==> src/rtl/sparc_exu_alu_pipe_if.sv <==
// sparc_exu_alu_pipe_if: operation-in / result-out channels of the pipelined EXU ALU.
//   in_*  : upstream valid/ready channel carrying opcode, modifiers and operands.
//   out_* : downstream valid/ready channel carrying result, LSU VA, per-lane
//           condition codes and the VA range flag.
// The master modport belongs to the agent that issues operations and consumes
// results. The slave modport belongs to the ALU.
interface sparc_exu_alu_pipe_if #(
  parameter int unsigned WIDTH   = 64,
  parameter int unsigned VA_BITS = 48
);
  localparam int unsigned LANES = WIDTH / 32;

  logic               in_valid;
  logic               in_ready;
  logic [2:0]         in_op;
  logic               in_inv;
  logic               in_cin;
  logic [WIDTH-1:0]   in_rs1;
  logic [WIDTH-1:0]   in_rs2;
  logic [WIDTH-1:0]   in_rs3;

  logic               out_valid;
  logic               out_ready;
  logic [WIDTH-1:0]   out_rd;
  logic [VA_BITS-1:0] out_va;
  logic [LANES-1:0]   out_n;
  logic [LANES-1:0]   out_z;
  logic [LANES-1:0]   out_v;
  logic [LANES-1:0]   out_c;
  logic               out_addr_invalid;

  modport master (
    output in_valid, in_op, in_inv, in_cin, in_rs1, in_rs2, in_rs3, out_ready,
    input  in_ready, out_valid, out_rd, out_va, out_n, out_z, out_v, out_c,
           out_addr_invalid
  );

  modport slave (
    input  in_valid, in_op, in_inv, in_cin, in_rs1, in_rs2, in_rs3, out_ready,
    output in_ready, out_valid, out_rd, out_va, out_n, out_z, out_v, out_c,
           out_addr_invalid
  );
endinterface

==> src/rtl/sparc_exu_alu_pipe.sv <==
// sparc_exu_alu_pipe: two-stage pipelined integer ALU (add/sub/logic/move).
//   rclk    : clock; all state updates on the rising edge.
//   rst     : synchronous active-high reset. It flushes both stages and clears the counter.
//   alu     : slave side of sparc_exu_alu_pipe_if (operation in, result out).
//   cnt_clr : synchronous clear of the completion counter. It wins over an increment.
//   cnt_ops : saturating count of completed output handshakes.
// E1 registers the lane-chained adder sum, the selected result, the lane
// carries and the operand signs. E2 registers the result and the condition codes.
module sparc_exu_alu_pipe #(
  parameter int unsigned WIDTH    = 64,
  parameter int unsigned VA_BITS  = 48,
  parameter int unsigned CNT_BITS = 32
) (
  input  logic                rclk,
  input  logic                rst,
  sparc_exu_alu_pipe_if.slave alu,
  input  logic                cnt_clr,
  output logic [CNT_BITS-1:0] cnt_ops
);
  localparam int unsigned LANES = WIDTH / 32;

  typedef enum logic [2:0] {
    OP_ADD  = 3'd0,
    OP_SUB  = 3'd1,
    OP_AND  = 3'd2,
    OP_OR   = 3'd3,
    OP_XOR  = 3'd4,
    OP_MOVE = 3'd5,
    OP_PASS = 3'd6,
    OP_CASA = 3'd7
  } op_e;

  // Pipeline control
  logic e1_valid, e2_valid;
  logic e1_adv, e2_adv, accept;

  assign e2_adv       = ~e2_valid | alu.out_ready;
  assign e1_adv       = ~e1_valid | e2_adv;
  assign alu.in_ready = e1_adv & ~rst;
  assign accept       = alu.in_valid & alu.in_ready;

  // E1 combinational datapath
  op_e              op;
  logic [WIDTH-1:0] b_eff, b_log, sum, log_res, res, va_full;
  logic [LANES-1:0] lane_co, sign_a, sign_b;
  logic             carry;
  logic [32:0]      lane_sum;

  assign op = op_e'(alu.in_op);

  always_comb begin
    b_eff = (op == OP_SUB) ? ~alu.in_rs2 : alu.in_rs2;
    unique case (op)
      OP_ADD:  carry = alu.in_cin;
      OP_SUB:  carry = ~alu.in_cin;
      default: carry = 1'b0;
    endcase
    sum      = '0;
    lane_co  = '0;
    sign_a   = '0;
    sign_b   = '0;
    lane_sum = '0;
    // The adder is built from 32-bit slices so the carry out of each lane is
    // directly visible. The chained carry keeps the full-width sum exact.
    for (int unsigned k = 0; k < LANES; k++) begin
      lane_sum          = {1'b0, alu.in_rs1[32*k +: 32]} + {1'b0, b_eff[32*k +: 32]}
                          + {32'd0, carry};
      sum[32*k +: 32]   = lane_sum[31:0];
      carry             = lane_sum[32];
      lane_co[k]        = lane_sum[32];
      sign_a[k]         = alu.in_rs1[32*k+31];
      sign_b[k]         = b_eff[32*k+31];
    end
  end

  always_comb begin
    b_log = alu.in_inv ? ~alu.in_rs2 : alu.in_rs2;
    unique case (op)
      OP_AND:  log_res = alu.in_rs1 & b_log;
      OP_OR:   log_res = alu.in_rs1 | b_log;
      OP_XOR:  log_res = alu.in_rs1 ^ b_log;
      default: log_res = '0;
    endcase
  end

  always_comb begin
    unique case (op)
      OP_AND, OP_OR, OP_XOR: res = log_res;
      OP_MOVE:               res = alu.in_rs2;
      OP_PASS:               res = alu.in_rs3;
      default:               res = sum;
    endcase
    va_full = (op == OP_CASA) ? alu.in_rs1 : sum;
  end

  // E1 registers
  op_e              e1_op;
  logic [WIDTH-1:0] e1_res, e1_va;
  logic [LANES-1:0] e1_co, e1_sa, e1_sb;

  always_ff @(posedge rclk) begin
    if (rst) begin
      e1_valid <= 1'b0;
      e1_op    <= OP_ADD;
      e1_res   <= '0;
      e1_va    <= '0;
      e1_co    <= '0;
      e1_sa    <= '0;
      e1_sb    <= '0;
    end else begin
      if (e1_adv) e1_valid <= accept;
      if (accept) begin
        e1_op  <= op;
        e1_res <= res;
        e1_va  <= va_full;
        e1_co  <= lane_co;
        e1_sa  <= sign_a;
        e1_sb  <= sign_b;
      end
    end
  end

  // Condition codes and range check derived from E1
  logic             e1_arith, e1_mism;
  logic [LANES-1:0] cc_n, cc_z, cc_v, cc_c;

  always_comb begin
    e1_arith = (e1_op == OP_ADD) || (e1_op == OP_SUB) || (e1_op == OP_CASA);
    cc_n = '0;
    cc_z = '0;
    cc_v = '0;
    cc_c = '0;
    for (int unsigned k = 0; k < LANES; k++) begin
      cc_n[k] = e1_res[32*k+31];
      cc_z[k] = ~|e1_res[32*k +: 32];
      cc_c[k] = e1_arith & ((e1_op == OP_SUB) ? ~e1_co[k] : e1_co[k]);
      // Signed overflow: both adder inputs share a sign that the sum does not.
      cc_v[k] = e1_arith & (e1_sa[k] == e1_sb[k]) & (e1_res[32*k+31] != e1_sa[k]);
    end
    // The upper bits must be a sign extension of bit VA_BITS-1. The loop is
    // empty when VA_BITS equals WIDTH.
    e1_mism = 1'b0;
    for (int unsigned i = VA_BITS; i < WIDTH; i++) begin
      if (e1_va[i] != e1_va[VA_BITS-1]) e1_mism = 1'b1;
    end
  end

  // E2 / output registers
  always_ff @(posedge rclk) begin
    if (rst) begin
      e2_valid             <= 1'b0;
      alu.out_rd           <= '0;
      alu.out_va           <= '0;
      alu.out_n            <= '0;
      alu.out_z            <= '0;
      alu.out_v            <= '0;
      alu.out_c            <= '0;
      alu.out_addr_invalid <= 1'b0;
    end else if (e2_adv) begin
      e2_valid <= e1_valid;
      if (e1_valid) begin
        alu.out_rd           <= e1_res;
        alu.out_va           <= e1_va[VA_BITS-1:0];
        alu.out_n            <= cc_n;
        alu.out_z            <= cc_z;
        alu.out_v            <= cc_v;
        alu.out_c            <= cc_c;
        alu.out_addr_invalid <= e1_arith & e1_mism;
      end
    end
  end

  assign alu.out_valid = e2_valid;

  // Completion counter
  always_ff @(posedge rclk) begin
    if (rst || cnt_clr) begin
      cnt_ops <= '0;
    end else if (e2_valid && alu.out_ready && (cnt_ops != '1)) begin
      cnt_ops <= cnt_ops + CNT_BITS'(1);
    end
  end
endmodule

==> src/flat_wrapper.sv <==
// flat-port wrapper written by rule: the top's interface ports become plain ports
module sparc_exu_alu_pipe_flat 
#(
  parameter int unsigned WIDTH    = 64,
  parameter int unsigned VA_BITS  = 48,
  parameter int unsigned CNT_BITS = 32
)
  (rclk, rst, cnt_clr, cnt_ops, alu_in_valid, alu_in_op, alu_in_inv, alu_in_cin, alu_in_rs1, alu_in_rs2, alu_in_rs3, alu_out_ready, alu_in_ready, alu_out_valid, alu_out_rd, alu_out_va, alu_out_n, alu_out_z, alu_out_v, alu_out_c, alu_out_addr_invalid);
  sparc_exu_alu_pipe_if #(.WIDTH(WIDTH), .VA_BITS(VA_BITS)) alu_i ();
  input  logic rclk;
  input  logic rst;
  input  logic cnt_clr;
  output logic [CNT_BITS-1:0] cnt_ops;
  input wire logic [$bits(alu_i.in_valid)-1:0] alu_in_valid;
  input wire logic [$bits(alu_i.in_op)-1:0] alu_in_op;
  input wire logic [$bits(alu_i.in_inv)-1:0] alu_in_inv;
  input wire logic [$bits(alu_i.in_cin)-1:0] alu_in_cin;
  input wire logic [$bits(alu_i.in_rs1)-1:0] alu_in_rs1;
  input wire logic [$bits(alu_i.in_rs2)-1:0] alu_in_rs2;
  input wire logic [$bits(alu_i.in_rs3)-1:0] alu_in_rs3;
  input wire logic [$bits(alu_i.out_ready)-1:0] alu_out_ready;
  output wire logic [$bits(alu_i.in_ready)-1:0] alu_in_ready;
  output wire logic [$bits(alu_i.out_valid)-1:0] alu_out_valid;
  output wire logic [$bits(alu_i.out_rd)-1:0] alu_out_rd;
  output wire logic [$bits(alu_i.out_va)-1:0] alu_out_va;
  output wire logic [$bits(alu_i.out_n)-1:0] alu_out_n;
  output wire logic [$bits(alu_i.out_z)-1:0] alu_out_z;
  output wire logic [$bits(alu_i.out_v)-1:0] alu_out_v;
  output wire logic [$bits(alu_i.out_c)-1:0] alu_out_c;
  output wire logic [$bits(alu_i.out_addr_invalid)-1:0] alu_out_addr_invalid;
  assign alu_i.in_valid = alu_in_valid;
  assign alu_i.in_op = alu_in_op;
  assign alu_i.in_inv = alu_in_inv;
  assign alu_i.in_cin = alu_in_cin;
  assign alu_i.in_rs1 = alu_in_rs1;
  assign alu_i.in_rs2 = alu_in_rs2;
  assign alu_i.in_rs3 = alu_in_rs3;
  assign alu_i.out_ready = alu_out_ready;
  assign alu_in_ready = alu_i.in_ready;
  assign alu_out_valid = alu_i.out_valid;
  assign alu_out_rd = alu_i.out_rd;
  assign alu_out_va = alu_i.out_va;
  assign alu_out_n = alu_i.out_n;
  assign alu_out_z = alu_i.out_z;
  assign alu_out_v = alu_i.out_v;
  assign alu_out_c = alu_i.out_c;
  assign alu_out_addr_invalid = alu_i.out_addr_invalid;
  sparc_exu_alu_pipe #(.WIDTH(WIDTH), .VA_BITS(VA_BITS), .CNT_BITS(CNT_BITS)) u_core (.rclk(rclk), .rst(rst), .alu(alu_i), .cnt_clr(cnt_clr), .cnt_ops(cnt_ops));
endmodule
==> config.mk <==
export PLATFORM = sky130hd
export DESIGN_NAME = sparc_exu_alu_pipe_flat
export DESIGN_NICKNAME = d
export VERILOG_FILES = /design/src/rtl/sparc_exu_alu_pipe_if.sv /design/src/rtl/sparc_exu_alu_pipe.sv /design/src/flat_wrapper.sv
export SDC_FILE = /design/constraint.sdc
export NUM_CORES = 1
export LEC_CHECK = 0
export CAP_MARGIN = 40
export CORE_MARGIN = 2
export CORE_UTILIZATION = 59
export CTS_CLUSTER_DIAMETER = 80
export DETAILED_ROUTE_END_ITERATION = 8
export PLACE_DENSITY = 0.88
export SLEW_MARGIN = 10
export SYNTH_ARGS = -nofsm -noshare
export SYNTH_HDL_FRONTEND = slang
export SYNTH_SLANG_ARGS = --single-unit
==> constraint.sdc <==
create_clock -name rclk -period 16.2 [get_ports rclk]
set_clock_uncertainty 0.15 [all_clocks]
set_input_delay 4.86 -clock rclk [delete_from_list [all_inputs] [get_ports rclk]]
set_output_delay 4.86 -clock rclk [all_outputs]
set_load 0.01 [all_outputs]
==> results.py <==
metrics = {
    "synthesis": {
        "most_numerous_cell_in_the_yosys_netlist": "sky130_fd_sc_hd__nand2_1",
        "synth_sequential_area_ratio_pct": 28.5,
        "synth_top_cells_by_count": "405 x sky130_fd_sc_hd__nand2_1, 290 x sky130_fd_sc_hd__dfxtp_1, 252 x sky130_fd_sc_hd__a21oi_1",
        "share_of_synthesized_flip_flops_with_an_asynchronous_set_or_reset_pct": 0,
        "post_synth_main_area_contributors": "sky130_fd_sc_hd__dfxtp_1 29%, sky130_fd_sc_hd__ha_1 12%, sky130_fd_sc_hd__nand2_1 7.5%",
        "postSynthAreaPerCell_um2": 7.56,
        "synth_top_cell_by_area": "sky130_fd_sc_hd__dfxtp_1",
        "postSynthRegisterBits": 290,
        "synth_top_area_share_pct": 28.5,
        "synth.net_count": 3091,
        "postSynth.topFlopCell": "sky130_fd_sc_hd__dfxtp_1",
        "synth_cells": 2694,
        "count_of_different_cell_masters_after_synthesis": 86,
        "synth_edf_count": 0,
        "ys.warnings.count": 0,
        "synth.cell_area_um2": 20400,
    },
    "die": {
        "die_x_um": 190,
        "pin_count": 357,
        "fp.coreArea_um2": 34300,
        "die_h_um": 190,
        "fp-row-count": 68,
        "die-area_um2": 36000,
        "floorplan.initialDensity_pct": 59.4,
    },
    "place": {
        "place.gp.congestion": 1.03,
        "dp_worst_setup_slack_ns": 4.02,
        "dp_hpwl_mm": 55.2,
        "port_buffers": 356,
    },
    "timing": {
        "worst_relative_slew_slack_pct": 39.3,
        "totalNegativeSetupSlack_ns": 0,
        "fin_ws_ns": 4.28,
        "timing.final.setup_violations": 0,
        "finalCriticalPeriod_ns": 11.92,
        "final_worst_hold_slack_ns": 0.305,
        "timing.final.max_slew_violations": 0,
        "max_slew.worst_pin.slew_ns": 0.910,
        "final.period_utilization_pct": 73.6,
        "report.final.hold_viol_count": 0,
        "fmax_ghz": 0.0839,
        "grt_setup_unrepaired": "no",
    },
    "power": {
        "power.ir.vdd_worst_mv": 0.0647,
        "cellPowerDensity_nw_per_um2": 85.6,
        "total_leakage_power_nw": 10.4,
    },
    "global_route": {
        "global_route_wire_length_before_repair_mm": 114,
        "grt_util_all_layers_pct": 40.2,
        "antenna_found_initial": 12,
        "grt-ovfl-total": 0,
        "grt_pass1_vias": 20100,
        "grt_max_degree": 88,
    },
    "critical_path": {
        "critPathLaunch": "alu_in_op[0]",
        "timing.critical_path.to_type": "register",
        "critPathRequiredTime_ns": 16.50,
        "ff2ff_path_depth": 7,
        "worstSetupStartpointType": "input port",
        "timing_worst_setup_path_type": "input port to register",
        "critical_path_peak_fanout": 53,
        "cp_data_arrival_time_ns": 12.22,
        "r2r-start": "u_core.alu.out_valid$_SDFFE_PP0P_",
    },
    "routing": {
        "ant_nets": 0,
        "drc": 0,
        "wl_per_cell_um": 22.1,
        "first_drt_iteration_drcs": 2312,
        "route.detailed.vias_per_inst": 6.34,
        "vias": 21500,
        "drtPass1Iterations": 5,
        "detail_route.wirelength_mm": 75.2,
    },
    "clock_tree": {
        "path_clk_slew_ns": 0.07,
        "tritoncts_num_sinks": 290,
        "cts.path.max_buffers": 3,
        "post_cts.repair.setup_buffers": 0,
        "cts_hold_repair.buffers": 0,
        "tritoncts": "built",
        "worstSkewPairLatency_ns": 0.56,
        "cts_repair_resize_count": 0,
        "numCtsBuffers": 29,
        "cts-root-buf": "sky130_fd_sc_hd__clkbuf_16",
        "htreeDepth": 1,
    },
    "finish": {
        "fillerInstances": 2642,
        "ratio_of_cells_with_drive_above_1_in_the_final_layout_pct": 4.33,
        "multi_input_area_um2": 13300,
        "seq_area_um2": 5810,
        "syn2layout_area_growth_pct": 23.0,
        "layout.nets": 3307,
    },
    "min_path": {
        "min_path_cells": 2,
        "hold_path_class": "register to register",
        "hp-start": "u_core.alu.out_va[25]$_SDFFE_PP0P_",
    },
    "job": {
        "drv.max_cap_violation_count": 0,
    },
    "status": {
        "run_status": "finished, final reports clean",
    },
}
[critical path, stage by stage]
cell and delay (ns):
sky130_fd_sc_hd__buf_4 0.39, sky130_fd_sc_hd__inv_1 0.24, sky130_fd_sc_hd__nor3_2 0.23, sky130_fd_sc_hd__buf_4 0.49, sky130_fd_sc_hd__xnor2_1 0.15, sky130_fd_sc_hd__fa_1 0.45, sky130_fd_sc_hd__fa_1 0.47, sky130_fd_sc_hd__nor2b_1 0.13
sky130_fd_sc_hd__o21ai_0 0.12, sky130_fd_sc_hd__a21oi_1 0.27, sky130_fd_sc_hd__o21ai_1 0.23, sky130_fd_sc_hd__a21oi_1 0.36, sky130_fd_sc_hd__a2bb2oi_2 0.12, sky130_fd_sc_hd__o21ai_1 0.21, sky130_fd_sc_hd__a211oi_1 0.12, sky130_fd_sc_hd__o21bai_1 0.29
sky130_fd_sc_hd__fa_1 0.50, sky130_fd_sc_hd__fa_1 0.45, sky130_fd_sc_hd__nor2b_1 0.14, sky130_fd_sc_hd__o21ai_1 0.11, sky130_fd_sc_hd__a21oi_1 0.34, sky130_fd_sc_hd__o21ai_0 0.24, sky130_fd_sc_hd__a211oi_1 0.51, sky130_fd_sc_hd__o21bai_1 0.18
sky130_fd_sc_hd__a31oi_1 0.25, sky130_fd_sc_hd__mux2i_1 0.22, sky130_fd_sc_hd__nor3_1 0.07
[cells in the final DEF, fill, tap and decap left out, types with 5 or more instances in the layout]
cell	instances
sky130_fd_sc_hd__ha_1	191
sky130_fd_sc_hd__xnor2_1	37
sky130_fd_sc_hd__o21a_1	8
sky130_fd_sc_hd__a211oi_1	31
sky130_fd_sc_hd__a22oi_1	59
sky130_fd_sc_hd__xor2_1	170
sky130_fd_sc_hd__clkbuf_16	29
sky130_fd_sc_hd__mux2i_1	24
sky130_fd_sc_hd__a221oi_1	33
sky130_fd_sc_hd__a221o_1	24
sky130_fd_sc_hd__a21o_1	38
sky130_fd_sc_hd__o211ai_1	10
sky130_fd_sc_hd__nand2_1	404
sky130_fd_sc_hd__clkbuf_8	5
sky130_fd_sc_hd__clkinvlp_4	5
sky130_fd_sc_hd__o21bai_1	12
sky130_fd_sc_hd__nand3_1	80
sky130_fd_sc_hd__clkdlybuf4s50_1	351
sky130_fd_sc_hd__and3_1	12
sky130_fd_sc_hd__buf_4	27
sky130_fd_sc_hd__a31oi_1	17
sky130_fd_sc_hd__nand2b_1	10
sky130_fd_sc_hd__mux2_2	7
sky130_fd_sc_hd__a311oi_1	11
sky130_fd_sc_hd__dfxtp_1	290
sky130_fd_sc_hd__nor3_1	33
sky130_fd_sc_hd__o21ai_0	248
sky130_fd_sc_hd__nor4_1	26
sky130_fd_sc_hd__nand4_1	24
sky130_fd_sc_hd__o21ai_1	15
sky130_fd_sc_hd__o22ai_1	5
sky130_fd_sc_hd__a21oi_1	252
sky130_fd_sc_hd__inv_1	154
sky130_fd_sc_hd__nor2_1	155
sky130_fd_sc_hd__or3_1	12
sky130_fd_sc_hd__nor2b_1	14
sky130_fd_sc_hd__diode_2	11
sky130_fd_sc_hd__o31ai_1	6
[state kept, by name, summed over array words and instances (netlist names)]
name / count
u_core.alu.out_va: 48
u_core.e1_sa: 2
u_core.alu.out_n: 2
u_core.e1_va: 64
u_core.e1_op: 3
u_core.e1_valid: 1
u_core.cnt_ops: 32
u_core.alu.out_rd: 62
u_core.e1_res: 64
u_core.alu.out_valid: 1
u_core.e1_co: 2
u_core.alu.out_addr_invalid: 1
u_core.alu.out_z: 2
u_core.alu.out_c: 2
u_core.e1_sb: 2
u_core.alu.out_v: 2
[area by class of cell]
type                            instances  area share (%)
Multi-Input combinational cell       2050            53.0
Sequential cell                       290            23.2
Timing Repair Buffer                  384            15.2
Clock buffer                           37            3.22
Inverter                              155            2.32
Tap cell                              455            2.27
Clock inverter                         16           0.729
Antenna cell                           11           0.110
[routing by layer]
layer / vias up / GRT usage, % / part of all wire, %
met5: - / 0 / 0.028
met4: 4 / 17.0 / 4.7
met1: 10200 / 54.9 / 41
li1: 9847 / - / -
met3: 228 / 10.4 / 12
met2: 1255 / 60.2 / 42
[logic make-up (layout without fill, tap and decap cells)]
| group | after synthesis | in the layout | share of synthesized area [%] |
|---|---|---|---|
| other cells | 0 | 11 | 0 |
| mux | 31 | 31 | 1.57 |
| xor+xnor | 207 | 207 | 8.90 |
| buf+inv | 354 | 592 | 6.65 |
| fa+ha+maj | 195 | 195 | 12.1 |
| flops | 290 | 290 | 28.5 |
| simple gates | 807 | 807 | 17.6 |
| compound gates | 810 | 810 | 24.7 |
[final timing paths]
kind                                             end  slack [ns]
setup reg to reg      u_core.e1_res[32]$_SDFFE_PP0P_       12.97
hold reg to reg   u_core.alu.out_va[25]$_SDFFE_PP0P_        0.31
setup / recovery      u_core.e1_res[62]$_SDFFE_PP0P_        4.28
hold / removal    u_core.alu.out_va[25]$_SDFFE_PP0P_        0.31
[metrics by stage]
| step | util (%) | instances | total power, W | area [µm²] |
|---|---|---|---|---|
| 6_report | 73.1 | 3398 | 0.00215 | 25100 |
| 3_3_place_gp | 69.8 | 3330 | 0.00141 | 23900 |
| 2_1_floorplan | - | 2694 | 0.00119 | 20400 |
| 4_1_cts | 73.0 | 3387 | 0.00212 | 25000 |
| 3_5_place_dp | 70.1 | 3334 | 0.00143 | 24000 |
| 5_1_grt | 73.0 | 3395 | 0.00223 | 25000 |
[report_power, final]
group	internal, W	leakage, nW	switching, W
clock	0.000401	0.473	0.000304
sequential	0.000759	2.37	0.0000489
combinational	0.000255	7.55	0.000377
total	0.00142	10.4	0.000730
Note: power is estimated with default switching activity, not from simulation.
